[config.mk]
export PLATFORM = sky130hd
export DESIGN_NAME = alu_issue
export DESIGN_NICKNAME = d
export VERILOG_FILES = /design/src/rtl/alu_pkg.sv /design/src/rtl/alu_ctrl_enc.sv /design/src/rtl/alu_issue.sv
export SDC_FILE = /design/constraint.sdc
export NUM_CORES = 1
export LEC_CHECK = 0
export CAP_MARGIN = 40
export CELL_PAD_IN_SITES_DETAIL_PLACEMENT = 2
export CELL_PAD_IN_SITES_GLOBAL_PLACEMENT = 2
export CORE_AREA = 2 2 168 170
export DETAILED_ROUTE_END_ITERATION = 16
export DIE_AREA = 0 0 170 172
export PLACE_DENSITY_LB_ADDON = 0.1
export SLEW_MARGIN = 20
export SYNTH_ARGS = -nofsm -noshare
export SYNTH_HDL_FRONTEND = slang
export SYNTH_SLANG_ARGS = --single-unit
[constraint.sdc]
create_clock -name clk -period 2.6 [get_ports clk]
set_clock_uncertainty 0.15 [all_clocks]
set_input_delay 0.78 -clock clk [delete_from_list [all_inputs] [get_ports clk]]
set_output_delay 0.78 -clock clk [all_outputs]
set_load 0.05 [all_outputs]
[src/rtl/alu_pkg.sv]
// rtl/alu_pkg.sv - shared ALU operation codes, RV32 opcode constants and arithmetic decode helper
package alu_pkg;

  typedef enum logic [3:0] {
    ALU_ADD   = 4'b0000,
    ALU_SUB   = 4'b0001,
    ALU_AND   = 4'b0010,
    ALU_OR    = 4'b0011,
    ALU_SLL   = 4'b0100,
    ALU_SLT   = 4'b0101,
    ALU_SRA   = 4'b0110,
    ALU_SRL   = 4'b0111,
    ALU_SLTU  = 4'b1000,
    ALU_XOR   = 4'b1001,
    ALU_PASSB = 4'b1111
  } alu_ctrl_e;

  localparam logic [6:0] OP_R      = 7'b0110011;
  localparam logic [6:0] OP_I      = 7'b0010011;
  localparam logic [6:0] OP_LUI    = 7'b0110111;
  localparam logic [6:0] OP_AUIPC  = 7'b0010111;
  localparam logic [6:0] OP_LOAD   = 7'b0000011;
  localparam logic [6:0] OP_STORE  = 7'b0100011;
  localparam logic [6:0] OP_JAL    = 7'b1101111;
  localparam logic [6:0] OP_JALR   = 7'b1100111;
  localparam logic [6:0] OP_BRANCH = 7'b1100011;

  // Shared by register and immediate arithmetic; funct7b5 selects SUB and SRA.
  function automatic alu_ctrl_e arith_ctrl(input logic [2:0] funct3, input logic funct7b5);
    alu_ctrl_e ctrl;
    case (funct3)
      3'b000:  ctrl = funct7b5 ? ALU_SUB : ALU_ADD;
      3'b001:  ctrl = ALU_SLL;
      3'b010:  ctrl = ALU_SLT;
      3'b011:  ctrl = ALU_SLTU;
      3'b100:  ctrl = ALU_XOR;
      3'b101:  ctrl = funct7b5 ? ALU_SRA : ALU_SRL;
      3'b110:  ctrl = ALU_OR;
      default: ctrl = ALU_AND;
    endcase
    return ctrl;
  endfunction

endpackage

[src/rtl/alu_ctrl_enc.sv]
// rtl/alu_ctrl_enc.sv - combinational decode of opcode/funct fields into ALU operands and control
module alu_ctrl_enc
  import alu_pkg::*;
#(
  parameter int WIDTH = 32
) (
  input  logic [6:0]       opcode,
  input  logic [2:0]       funct3,
  input  logic             funct7b5,
  input  logic [WIDTH-1:0] pc,
  input  logic [WIDTH-1:0] rs1_val,
  input  logic [WIDTH-1:0] rs2_val,
  input  logic [WIDTH-1:0] imm,
  output logic [WIDTH-1:0] a,
  output logic [WIDTH-1:0] b,
  output logic [3:0]       alu_ctrl,
  output logic             illegal
);

  always_comb begin
    a        = '0;
    b        = '0;
    alu_ctrl = ALU_ADD;
    illegal  = 1'b0;
    case (opcode)
      OP_R: begin
        a        = rs1_val;
        b        = rs2_val;
        alu_ctrl = arith_ctrl(funct3, funct7b5);
      end
      OP_I: begin
        a        = rs1_val;
        b        = imm;
        alu_ctrl = (funct3 == 3'b000) ? ALU_ADD : arith_ctrl(funct3, funct7b5);
      end
      OP_LUI: begin
        b        = imm;
        alu_ctrl = ALU_PASSB;
      end
      OP_AUIPC, OP_JAL: begin
        a = pc;
        b = imm;
      end
      OP_LOAD, OP_STORE, OP_JALR: begin
        a = rs1_val;
        b = imm;
      end
      OP_BRANCH: begin
        // Compare-type branches pair on funct3[2:1]; the 01x pair has no encoding.
        case (funct3[2:1])
          2'b00: begin a = rs1_val; b = rs2_val; alu_ctrl = ALU_SUB;  end
          2'b10: begin a = rs1_val; b = rs2_val; alu_ctrl = ALU_SLT;  end
          2'b11: begin a = rs1_val; b = rs2_val; alu_ctrl = ALU_SLTU; end
          default: illegal = 1'b1;
        endcase
      end
      default: illegal = 1'b1;
    endcase
  end

endmodule

[src/rtl/alu_issue.sv]
// rtl/alu_issue.sv - ALU issue stage: decode plus 2-entry output FIFO; ALU_ISSUE_STATS_EN adds pop counters
module alu_issue
  import alu_pkg::*;
#(
  parameter int WIDTH = 32
) (
  input  logic             clk,
  input  logic             reset,
  input  logic             in_valid,
  output logic             in_ready,
  input  logic [6:0]       opcode,
  input  logic [2:0]       funct3,
  input  logic             funct7b5,
  input  logic [WIDTH-1:0] pc,
  input  logic [WIDTH-1:0] rs1_val,
  input  logic [WIDTH-1:0] rs2_val,
  input  logic [WIDTH-1:0] imm,
  input  logic             flush,
  output logic             out_valid,
  input  logic             out_ready,
  output logic [WIDTH-1:0] a,
  output logic [WIDTH-1:0] b,
  output logic [3:0]       alu_ctrl,
`ifdef ALU_ISSUE_STATS_EN
  output logic [31:0]      issue_cnt,
  output logic [15:0]      illegal_cnt,
`endif
  output logic             illegal
);

  logic [WIDTH-1:0] enc_a, enc_b;
  logic [3:0]       enc_ctrl;
  logic             enc_illegal;

  alu_ctrl_enc #(.WIDTH(WIDTH)) u_enc (
    .opcode   (opcode),
    .funct3   (funct3),
    .funct7b5 (funct7b5),
    .pc       (pc),
    .rs1_val  (rs1_val),
    .rs2_val  (rs2_val),
    .imm      (imm),
    .a        (enc_a),
    .b        (enc_b),
    .alu_ctrl (enc_ctrl),
    .illegal  (enc_illegal)
  );

  logic [1:0]       count_q, count_d;
  logic             wr_ptr_q, wr_ptr_d, rd_ptr_q, rd_ptr_d;
  logic [WIDTH-1:0] mem_a_q [2], mem_a_d [2];
  logic [WIDTH-1:0] mem_b_q [2], mem_b_d [2];
  logic [3:0]       mem_ctrl_q [2], mem_ctrl_d [2];
  logic             mem_ill_q [2], mem_ill_d [2];
  logic             push, pop;

  assign in_ready  = ~count_q[1];
  assign out_valid = (count_q != 2'd0);
  assign push      = in_valid & in_ready;
  assign pop       = out_valid & out_ready;

  always_comb begin
    count_d    = count_q;
    wr_ptr_d   = wr_ptr_q;
    rd_ptr_d   = rd_ptr_q;
    mem_a_d    = mem_a_q;
    mem_b_d    = mem_b_q;
    mem_ctrl_d = mem_ctrl_q;
    mem_ill_d  = mem_ill_q;
    if (flush) begin
      count_d  = 2'd0;
      wr_ptr_d = 1'b0;
      rd_ptr_d = 1'b0;
    end else begin
      if (push) begin
        mem_a_d[wr_ptr_q]    = enc_a;
        mem_b_d[wr_ptr_q]    = enc_b;
        mem_ctrl_d[wr_ptr_q] = enc_ctrl;
        mem_ill_d[wr_ptr_q]  = enc_illegal;
        wr_ptr_d             = ~wr_ptr_q;
      end
      if (pop) rd_ptr_d = ~rd_ptr_q;
      case ({push, pop})
        2'b10:   count_d = count_q + 2'd1;
        2'b01:   count_d = count_q - 2'd1;
        default: count_d = count_q;
      endcase
    end
  end

  always_ff @(posedge clk) begin
    if (reset) begin
      count_q    <= 2'd0;
      wr_ptr_q   <= 1'b0;
      rd_ptr_q   <= 1'b0;
      mem_a_q    <= '{default: '0};
      mem_b_q    <= '{default: '0};
      mem_ctrl_q <= '{default: '0};
      mem_ill_q  <= '{default: 1'b0};
    end else begin
      count_q    <= count_d;
      wr_ptr_q   <= wr_ptr_d;
      rd_ptr_q   <= rd_ptr_d;
      mem_a_q    <= mem_a_d;
      mem_b_q    <= mem_b_d;
      mem_ctrl_q <= mem_ctrl_d;
      mem_ill_q  <= mem_ill_d;
    end
  end

  // Empty FIFO presents all-zero outputs so stale entries never leak after flush.
  assign a        = out_valid ? mem_a_q[rd_ptr_q]    : '0;
  assign b        = out_valid ? mem_b_q[rd_ptr_q]    : '0;
  assign alu_ctrl = out_valid ? mem_ctrl_q[rd_ptr_q] : 4'b0000;
  assign illegal  = out_valid ? mem_ill_q[rd_ptr_q]  : 1'b0;

`ifdef ALU_ISSUE_STATS_EN
  logic [31:0] issue_cnt_q, issue_cnt_d;
  logic [15:0] illegal_cnt_q, illegal_cnt_d;

  always_comb begin
    issue_cnt_d   = issue_cnt_q;
    illegal_cnt_d = illegal_cnt_q;
    if (pop) begin
      issue_cnt_d = issue_cnt_q + 32'd1;
      if (illegal) illegal_cnt_d = illegal_cnt_q + 16'd1;
    end
  end

  always_ff @(posedge clk) begin
    if (reset) begin
      issue_cnt_q   <= '0;
      illegal_cnt_q <= '0;
    end else begin
      issue_cnt_q   <= issue_cnt_d;
      illegal_cnt_q <= illegal_cnt_d;
    end
  end

  assign issue_cnt   = issue_cnt_q;
  assign illegal_cnt = illegal_cnt_q;
`endif

endmodule

=== After elaboration in Yosys (flattened, before gate mapping) ===
Cells that the tools add are included.

* Word-level logic and storage cells: 95
* Bits of input ports: 144
* Bits in registers: 142

* Bitwise logic cells: 8
* Reduce and logical (&&, ||, !) cells: 12
* Eq/ne operators: 19
* $lt $le $gt $ge: 3
* Muxes and demuxes: 40
* Add/subtract/negate cells: 2

{| class="wikitable"
|+ Operators by type and width
! cell !! number
|-
| 32-bit 2-to-1 mux || 11
|-
| 32-bit case mux with 3 select lines || 2
|-
| 64-bit bitwise mux || 2
|-
| 32-bit demux with 1-bit select || 1
|-
| 4-bit case mux with 7 select lines || 1
|-
| 4-bit 2-to-1 mux || 6
|-
| 4-bit case mux with 6 select lines || 1
|-
| 7-bit by 6-bit equality test with 1-bit output, second input constant || 3
|-
| 7-bit equality test, second input constant || 3
|-
| 4-bit case mux with 4 select lines || 1
|-
| 7-bit by 5-bit equality test with 1-bit output, second input constant || 2
|-
| 4-bit case mux with 3 select lines || 1
|-
| 3-bit equality test, second input constant || 3
|-
| 8-bit bitwise mux || 1
|-
| 1-bit 2-to-1 mux || 8
|-
| 8-bit OR reduction || 1
|-
| 7-bit by 2-bit equality test with 1-bit output, second input constant || 1
|-
| 7-bit OR reduction || 1
|-
| 2-bit equality test, second input constant || 3
|-
| 3-bit by 2-bit equality test with 1-bit output, second input constant || 2
|-
| 5-bit OR reduction || 1
|-
| 4-bit demux with 1-bit select || 1
|-
| 2-bit >= comparator, second input constant || 2
|-
| 1-bit NOT || 4
|-
| 18 further kinds || 22
|}

=== Depth between registers and ports, before layout ===
Gate-level depths: netlist of the first run.

* Word-level depth: 6
* Depth in mapped cells: 8

=== By module ===
Synthesis of the first run repeated with hierarchy kept, for this count alone.

* Cells, all modules: 912
* Area, all modules: 7,049.3 um^2

{| class="wikitable"
|+ Modules (own cells, without submodules)
! module !! area each (um^2) !! instances !! cells an instance
|-
| alu_issue || 5,990.7 || 1 || 779
|-
| alu_ctrl_enc || 1,058.5 || 1 || 133
|}

=== Worst setup path after synthesis of the first run ===
OpenSTA, ideal clock, no wires.

* Path kind: reg-to-output
* From: register rd_ptr_q
* To: output port a[10]
* Required time: 1.670 ns
* Buffers on the path: 2
* Cell stages (with the launch flop): 5
* Path slack: -0.073 ns
* Data arrival time: 1.743 ns
* Cells stage by stage: dfxtp_1 -> clkbuf_1 -> clkbuf_1 -> mux2i_1 -> nor2_1

* Word-level cells in the longest chain between the ends: 5

{| class="wikitable"
|+ RTL lines
! item !! RTL line !! RTL
|-
| start, declared || alu_issue.sv:50 || <nowiki>logic wr_ptr_q, wr_ptr_d, rd_ptr_q, rd_ptr_d;</nowiki>
|-
| start signal, assigned || alu_issue.sv:103 || <nowiki>rd_ptr_q <= rd_ptr_d;</nowiki>
|-
| 1-bit NOT with 2-bit output (implied by the code) || alu_issue.sv:112 || <nowiki>assign a = out_valid ? mem_a_q[rd_ptr_q] : '0;</nowiki>
|-
| 32-bit 2-to-1 mux (implied by the code) (3 in a row) || alu_issue.sv:112 ||
|-
| 32-bit 2-to-1 mux || alu_issue.sv:112 ||
|-
| end, declared || alu_issue.sv:21 || <nowiki>output logic [WIDTH-1:0] a,</nowiki>
|}

No other way between the ends. The select of a mux whose other input is x is not followed.

=== Worst setup path in the final report of the first run ===
* From: register rd_ptr_q
* To: output port a[12]

The elaborated chain is that of the path after synthesis.

==> results.yml, run 1 <==
timing:
  timing.final.crit_period_ns: 2.57
  rsz0062_at_grt: "true"
  hold_viol_final: 0
  maxSlewHeadroom_pct: 67.0
  finalMaxSlewViolations: 0
  worstMarginPinSlew_ns: 0.494
  setup_viol_count_final: 0
  fmax_ghz: 0.390
  min_period_over_period_pct: 98.7
setup_path:
  required_ns: 1.67
  crit_fanout: 15
  arrival_ns: 1.64
  worstSetupStartpointType: "flip-flop"
  path_class: "flip-flop to output pin"
  cp-end-kind: "output pin"
synth:
  ys.flop_type: "dfxtp_1"
  synth.distinct_cells: 49
  ys_warn_count: 0
  syn_area_um2: 7600
  yosys.cell_count.top_type: "dfxtp_1"
  netlist_top_cells_area: "dfxtp_1 (37%), mux2i_1 (9.1%), a221o_1 (6.7%)"
  yosys.area.top_type: "dfxtp_1"
  synth-async-reset-ratio_pct: 0
  avgSynthCellArea_um2: 8.55
  netlist_instances: 888
  ys_seq_area_share_pct: 37.4
  ys_ff_latch: 142
  synth_top_area_share_pct: 37.4
  synth-edff-count: 0
  synth_common_cells: "dfxtp_1 (142), nor2_1 (81), clkbuf_1 (78), mux2i_1 (69)"
  syn_nets: 1033
clocking:
  hold_buffers: 0
  htree_levels: 4
  path_clk_slew_ns: 0.06
  cts_sinks: 142
  cts-root-buf: "clkbuf_16"
  clockBufferDepth: 2
  cts_tree: "built"
  cts_buffers: 17
  clkLatencyLatePin_ns: 0.42
route:
  drt-pass1-iter-count: 4
  drt_iter0_drc: 382
  totalWireLength_um: 32000
  drc: 0
  viasPerCell: 5.45
  wl_per_cell_um: 21.7
  detail-route-antenna-nets: 0
  vias: 8059
global_routing:
  grt_remaining_overflow: 0
  grt_max_degree: 60
  grt_pass1_vias: 8666
  grt_first_pass_wirelength_um: 50000
  track_usage_pct: 22.0
  antenna_found_initial: 2
status:
  status: "complete, no violations"
placement:
  hpwl_um: 21800
  dp.cells: 1444
  gp_congestion: 0.768
  portBuffers: 214
  placed_area_um2: 11500
power:
  ir_drop_uv: 389
  finalPower_mw: 5.48
  power.density_nw_per_um2: 450
  power_leakage_nw: 4.08
cells_and_area:
  fin_cells: 1479
  stdcell_area_um2: 12200
  fillers: 2906
  final_net_count: 1265
  synthToLayoutAreaGrowth_pct: 60.1
  drive_gt1_share_pct: 26.0
  fin_util_pct: 44.3
job:
  maxCapViolCount: 0
floorplan:
  initial_core_util_pct: 27.6
  coreArea_um2: 27500
  fp.dieH_um: 172
  dieArea_um2: 29200
  ioPinCount: 215
  die_x_um: 170
  num_rows: 61
hold_path:
  min-delay-path-class: "flip-flop to flip-flop"
## cells by family (layout without fill, tap and decap cells)
kind of cell / count (synthesis) / count (layout) / share of synthesized area, %
AOI/OAI and AO/OA: 239 / 239 / 24.1
xor gates and xnor gates: 5 / 5 / 0.577
adders and majority gates: 1 / 1 / 0.165
buffers and inverters: 101 / 345 / 5.39
DFF: 142 / 142 / 37.4
muxes: 69 / 69 / 9.09
other: 0 / 1 / 0
and+or+nand+nor: 331 / 331 / 23.2
## power by group
group	switching (mW)	leakage, nW	internal [mW]
registers	0.0135	1.15	2.19
logic	0.422	2.67	0.399
clock network	1.09	0.270	1.36
## layer usage
metal	up-vias	routed length [um]	GRT usage (%)
met5	-	27	0
met2	196	15600	37.9
met4	4	401	5.09
met3	34	1210	3.50
met1	4027	14800	29.0
li1	3798	-	-
## worst max-delay path, cell delays in order (launching register included)
cell	delay, ns
dfxtp_4	0.41
buf_6	0.26
mux2i_1	0.29
nor2_2	0.10
buf_12	0.16
## cell usage in the layout (no fill, tap or decap), types with 3 or more instances in the layout
cell type | netlist | final
clkdlybuf4s50_1 | 0 | 142
dfxtp_1 | 142 | 139
buf_4 | 1 | 87
buf_12 | 0 | 76
nand2_1 | 66 | 66
o211ai_1 | 66 | 66
nor2_2 | 0 | 65
nand4_1 | 64 | 64
a31oi_1 | 64 | 64
mux2i_1 | 69 | 57
and2_1 | 53 | 53
a221o_1 | 51 | 51
nor2b_1 | 33 | 33
clkbuf_16 | 0 | 17
mux2i_2 | 0 | 12
a22o_1 | 12 | 12
a21o_1 | 11 | 11
nor3_1 | 10 | 10
o21ai_0 | 10 | 10
a21oi_1 | 10 | 10
nor2_1 | 81 | 9
nor2_4 | 0 | 7
nand2b_1 | 6 | 6
inv_1 | 5 | 5
a211oi_1 | 5 | 5
inv_6 | 0 | 5
nand3b_1 | 4 | 4
clkinv_4 | 0 | 4
xnor2_1 | 3 | 3
clkinvlp_4 | 0 | 3
buf_6 | 2 | 3
## stage by stage
stage | setup slack [ns] | hold WS (ns) | setup TNS (ns)
after global placement | -0.202 | 0.299 | -21.21
after CTS | 0.00537 | 0.317 | 0
after global routing | -0.0352 | 0.338 | -0.267
after floorplan | -0.0719 | 0.286 | -0.788
after detailed placement | -0.225 | 0.308 | -23.53
final | 0.0335 | 0.311 | 0
## layout make-up
cell class	instances	area [um^2]	share of cell area [%]
Inverter	5	18.8	0.154
Multi-Input combinational cell	645	4630	38.1
Timing Repair Buffer	309	3660	30.1
Sequential cell	142	2850	23.4
Tap cell	346	433	3.56
Clock inverter	13	131	1.08
Antenna cell	1	2.50	0.0206
Clock buffer	18	439	3.61
## worst paths after layout
path | from | to | slack (ns) | cells past startpoint
min reg2reg | mem_ill_q[1] | mem_ill_q[1] | 0.31 | 2
max | rd_ptr_q | a[12] | 0.03 | 4
min | mem_ill_q[1] | mem_ill_q[1] | 0.31 | 2
max reg2reg | count_q[0] | count_q[1] | 0.49 | 9
## timing repair
action,in CTS,in global routing
endpoints found under the setup margin,19,30
setup buffers,2,0
pin swaps,1,0
cloned,1,0
resized for setup,5,20
## flip-flops by register name (all words and copies together) (netlist names)
register	cells
mem_b_q	64
mem_ctrl_q	8
rd_ptr_q	1
mem_ill_q	2
count_q	2
wr_ptr_q	1
mem_a_q	64
Note: power is estimated with default switching activity, not from simulation.
==> run 2: changes to the inputs <==
--- a/config.mk
+++ b/config.mk
@@ -11,6 +11,7 @@
 export CORE_AREA = 2 2 168 170
 export DETAILED_ROUTE_END_ITERATION = 16
 export DIE_AREA = 0 0 170 172
+export GPL_TIMING_DRIVEN = 0
 export PLACE_DENSITY_LB_ADDON = 0.1
 export SLEW_MARGIN = 20
 export SYNTH_ARGS = -nofsm -noshare
==> results.yml, run 2 (synthesis gave the netlist of run 1 again) <==
clocking:
  path_clk_slew_ns: 0.07
  hold_buffers: 0
  cts_sinks: 142
  cts-root-buf: "clkbuf_16"
  cts_tree: "built"
  cts_buffers: 17
  clockBufferDepth: 2
  htree_levels: 4
  clkLatencyLatePin_ns: 0.43
route:
  viasPerCell: 5.49
  wl_per_cell_um: 23.2
  drc: 0
  vias: 8227
  drt_iter0_drc: 387
  detail-route-antenna-nets: 0
  drt-pass1-iter-count: 4
  totalWireLength_um: 34800
cells_and_area:
  layout_commonest_cell: "clkdlybuf4s50_1"
  final_net_count: 1283
  largestRegisters: "mem_a_q (64), mem_b_q (64), mem_ctrl_q (8)"
  final_cell_mix: "clkdlybuf4s50_1 (140), dfxtp_1 (139), nor2_2 (66), nand2_1 (66), o211ai_1 (66)"
  fin_util_pct: 42.0
  drive_gt1_share_pct: 28.2
  synthToLayoutAreaGrowth_pct: 51.9
  fin_cells: 1498
  fillers: 3032
timing:
  rsz0062_at_grt: "true"
  min_period_over_period_pct: 99.8
  whs_ns: 0.317
  hold_viol_final: 0
  fmax_ghz: 0.385
  setup_viol_count_final: 0
  worstMarginPinSlew_ns: 0.616
  finalMaxSlewViolations: 0
  tns_ns: 0
  maxSlewHeadroom_pct: 58.9
  timing.final.crit_period_ns: 2.60
hold_path:
  min-delay-path-class: "flip-flop to flip-flop"
setup_path:
  required_ns: 1.67
  arrival_ns: 1.67
  cp-end-kind: "output pin"
  r2r_slack_ns: 0.53
  worstSetupStartpointType: "flip-flop"
  crit_fanout: 10
  path_class: "flip-flop to output pin"
power:
  ir_drop_uv: 288
  power_leakage_nw: 4.01
  power.switching_mw: 1.63
  swShare_pct: 29.8
  p_comb_share_pct: 14.7
  internal-power_mw: 3.82
  seq_power_share_pct: 40.5
  power.density_nw_per_um2: 472
  clockPowerShare_pct: 44.8
  finalPower_mw: 5.45
global_routing:
  antenna_found_initial: 4
  grt_max_degree: 17
  grt_first_pass_wirelength_um: 53000
  grt_remaining_overflow: 0
  grt_pass1_vias: 8916
  track_usage_pct: 23.7
placement:
  portBuffers: 212
  hpwl_um: 24700
  gp_congestion: 0.802
  dp.cells: 1450
floorplan:
  num_rows: 61
  coreArea_um2: 27500
  initial_core_util_pct: 27.6
  ioPinCount: 215
  dieArea_um2: 29200
  fp.dieH_um: 172
  die_x_um: 170
job:
  maxCapViolCount: 0
status:
  status: "complete, no violations"
run 2: changes by cell type in the layout (fill, tap and decap cells not counted), moves of 3 or more:
cell       previous run  this run
clkbuf_2              0        38
clkbuf_8              1         5
mux2i_4               0        13
buf_6                 3        27
clkbuf_1              0         4
nor2_4                7         4
buf_4                87        42
buf_2                 0        42
buf_12               76         4
clkbuf_4              0        17
mux2i_1              57        43
clkbuf_16            17        22
inv_8                 0         3
run 2: worst paths after layout:
kind | from | to | cells after the start
hold reg to reg | mem_ill_q[1] | mem_ill_q[1] | 2
setup / recovery | rd_ptr_q | b[27] | 4
setup reg to reg | count_q[1] | mem_a_q[29] | 7
hold / removal | mem_ill_q[1] | mem_ill_q[1] | 2
run 2: per-stage QoR:
step	setup WS, ns	area (um^2)
CTS	-0.0582	11200
global route	-0.0723	11500
finish	0.00439	11500
global placement	-1.55	10300
detailed placement	-1.62	10400
floorplan	-0.0719	7760
run 2: area by class of cell:
| type | instances | area, um^2 | share of cell area, % |
|---|---|---|---|
| Multi-Input combinational cell | 645 | 4790 | 41.5 |
| Sequential cell | 142 | 2850 | 24.7 |
| Timing Repair Buffer | 235 | 2210 | 19.1 |
| Buffer | 92 | 666 | 5.77 |
| Tap cell | 346 | 433 | 3.75 |
| Clock buffer | 17 | 425 | 3.69 |
| Clock inverter | 15 | 144 | 1.25 |
| Inverter | 5 | 18.8 | 0.163 |
| Antenna cell | 1 | 2.50 | 0.0217 |
run 2: power by group through the flow:
stage | Combinational (mW) | Clock, mW | Sequential (mW)
finish | 0.802 | 2.44 | 2.21
global route | 0.852 | 2.58 | 2.21
CTS | 0.775 | 2.48 | 2.21
detailed placement | 0.719 | 0 | 2.25
global placement | 0.714 | 0 | 2.25
floorplan | 0.295 | 0 | 2.25
run 2: critical path, stage by stage, from the launching register on:
cell	delay [ns]
dfxtp_4	0.44
clkbuf_8	0.25
mux2i_2	0.28
nor2_2	0.05
buf_2	0.21
run 2: repair_timing:
item,4_1_cts,5_1_grt
gates cloned,1,0
pin swaps,2,5
resized for setup,524,127
buffers inserted,9,10
endpoints found under the setup margin,212,200
run 2: metal layers:
layer	routed length [um]	global-route usage, %	part of all wire [%]	vias up
met5	41	0	0.12	-
met2	17200	42.2	49	228
met3	1580	4.67	4.5	46
met1	15400	29.1	44	4094
li1	-	-	-	3853
met4	600	7.02	1.7	6
==> run 3: changes to the inputs <==
--- a/config.mk
+++ b/config.mk
@@ -8,9 +8,9 @@
 export CAP_MARGIN = 40
 export CELL_PAD_IN_SITES_DETAIL_PLACEMENT = 2
 export CELL_PAD_IN_SITES_GLOBAL_PLACEMENT = 2
-export CORE_AREA = 2 2 168 170
+export CORE_AREA = 2 2 178 180
 export DETAILED_ROUTE_END_ITERATION = 16
-export DIE_AREA = 0 0 170 172
+export DIE_AREA = 0 0 180 182
 export GPL_TIMING_DRIVEN = 0
 export PLACE_DENSITY_LB_ADDON = 0.1
 export SLEW_MARGIN = 20
==> constraint.sdc (replaced) <==
create_clock -name clk -period 2.25 [get_ports clk]
set_clock_uncertainty 0.15 [all_clocks]
set_input_delay 0.675 -clock clk [delete_from_list [all_inputs] [get_ports clk]]
set_output_delay 0.675 -clock clk [all_outputs]
set_load 0.05 [all_outputs]
==> results.yml, run 3 (synthesis gave the netlist of run 1 again) <==
status:
  status: "finished with violations"
  violations: "negative setup slack"
placement:
  place_ws_ns: -1.34
  hpwl_um: 25500
  gp_congestion: 0.789
  placed_area_um2: 10400
  dp.cells: 1506
  portBuffers: 212
timing:
  worstMarginPinSlew_ns: 0.633
  worst_slack_ns: -0.258
  maxSlewHeadroom_pct: 57.8
  rsz0062_at_grt: "true"
  min_period_over_period_pct: 111
  setup_viol_count_final: 69
  whs_ns: 0.322
  finalMaxSlewViolations: 0
  tns_ns: -13.02
  hold_viol_final: 0
  fmax_ghz: 0.399
  timing.final.crit_period_ns: 2.51
cells_and_area:
  largestRegisters: "mem_a_q (64), mem_b_q (64), mem_ctrl_q (8)"
  stdcell_area_um2: 12400
  final_net_count: 1302
  synthToLayoutAreaGrowth_pct: 63.5
  fin_cells: 1573
  multiInputGateArea_um2: 5010
  fillers: 3322
  layout_commonest_cell: "dfxtp_1"
  regArea_um2: 2850
  final_cell_mix: "dfxtp_1 (139), clkdlybuf4s50_1 (131), nor2_2 (66), nand2_1 (66), o211ai_1 (66)"
  drive_gt1_share_pct: 30.7
setup_path:
  worstReg2RegEnd: "mem_a_q[28]"
  crit_fanout: 7
  path_class: "flip-flop to output pin"
  cp-end-kind: "output pin"
  cp-endpoint: "b[29]"
  rr_startpoint: "count_q[1]"
  r2r_slack_ns: 0.10
  required_ns: 1.42
  arrival_ns: 1.68
  cp-startpoint: "rd_ptr_q"
  worstSetupStartpointType: "flip-flop"
  reg2reg_depth: 8
route:
  detail-route-antenna-nets: 0
  drt-pass1-iter-count: 4
  drc: 0
  totalWireLength_um: 36100
  viasPerCell: 5.22
  wl_per_cell_um: 22.9
  drt_iter0_drc: 286
  vias: 8214
global_routing:
  grt_first_pass_wirelength_um: 55200
  grt_remaining_overflow: 0
  grt_util_met1_pct: 28.3
  top_usage_layer: "met2"
  antenna_found_initial: 4
  grtUsageMet3_pct: 3.93
  track_usage_pct: 21.7
  grt_pass1_vias: 9045
  grt_max_degree: 17
  grt_use_met2_pct: 37.2
clocking:
  path_clk_slew_ns: 0.06
  cts_buffers: 17
  clockBufferDepth: 2
  cts-root-buf: "clkbuf_16"
  cts_sinks: 142
  cts_tree: "built"
  hold_buffers: 0
  htree_levels: 4
  clkLatencyLatePin_ns: 0.42
power:
  power.density_nw_per_um2: 537
  power_leakage_nw: 4.28
  ir_drop_uv: 490
hold_path:
  min-delay-path-class: "flip-flop to flip-flop"
floorplan:
  coreArea_um2: 31000
  num_rows: 65
  initial_core_util_pct: 24.5
  die_x_um: 180
  ioPinCount: 215
  dieArea_um2: 32800
  fp.dieH_um: 182
job:
  maxCapViolCount: 0
-- run 3: cell count changes in the layout (fill, tap and decap cells not counted), sizes merged --
cell	before	now
clkbuf	86	100
clkdlybuf4s50	140	131
buf	116	124
inv	15	7
dlygate4sd2	1	7
bufinv	0	4
dlymetal6s2s	1	3
clkinv	3	4
diode	1	2
-- run 3: final cells by class --
type | count | share of cell area, %
diodes | 2 | 0.0403
plain buffers | 95 | 6.76
clock buffers | 19 | 3.48
clock inverters | 12 | 1.51
inverters | 5 | 0.151
multi-input cells | 645 | 40.3
flip-flops and latches | 142 | 23.0
well taps | 402 | 4.05
repair buffers | 251 | 20.7
-- run 3: worst min path at each step --
stage	from	end	slack, ns	depth (start not counted)
finish	mem_b_q[63]	mem_b_q[63]	0.32	2
global route	mem_b_q[63]	mem_b_q[63]	0.33	2
CTS	mem_b_q[63]	mem_b_q[63]	0.32	2
detailed placement	mem_ill_q[1]	mem_ill_q[1]	0.31	2
global placement	mem_ill_q[0]	mem_ill_q[0]	0.30	2
floorplan	mem_ill_q[1]	mem_ill_q[1]	0.29	2
-- run 3: timing repair --
action | CTS | global route
setup buffers | 21 | 8
pin swaps | 10 | 7
gates resized for setup | 695 | 51
endpoints found under the setup margin | 213 | 186
gates cloned | 3 | 3
-- run 3: worst max-delay path, stage by stage, from the launching register on --
cell and delay [ns]:
dfxtp_4 0.45, buf_6 0.16, clkbuf_16 0.17, mux2i_4 0.26, nor2_4 0.06, buf_6 0.15
-- run 3: metal layers --
layer	share of wire, %	vias to the layer above
met5	0.069	-
met4	1.5	4
met3	4.1	43
met2	49	205
met1	46	4071
li1	-	3891
-- run 3: stage by stage --
| stage | power [mW] | utilization (%) |
|---|---|---|
| after CTS | 6.69 | 39.0 |
| after global placement | 3.44 | 33.5 |
| after global routing | 6.91 | 40.1 |
| final | 6.67 | 40.1 |
| after floorplan | 2.94 | - |
| after detailed placement | 3.45 | 33.7 |
-- run 3: power breakdown --
group	internal, mW	total (mW)	switching [mW]	leakage (nW)
clock	1.87	3.11	1.24	0.294
sequential	2.53	2.55	0.0209	1.15
combinational	0.470	1.01	0.536	2.84
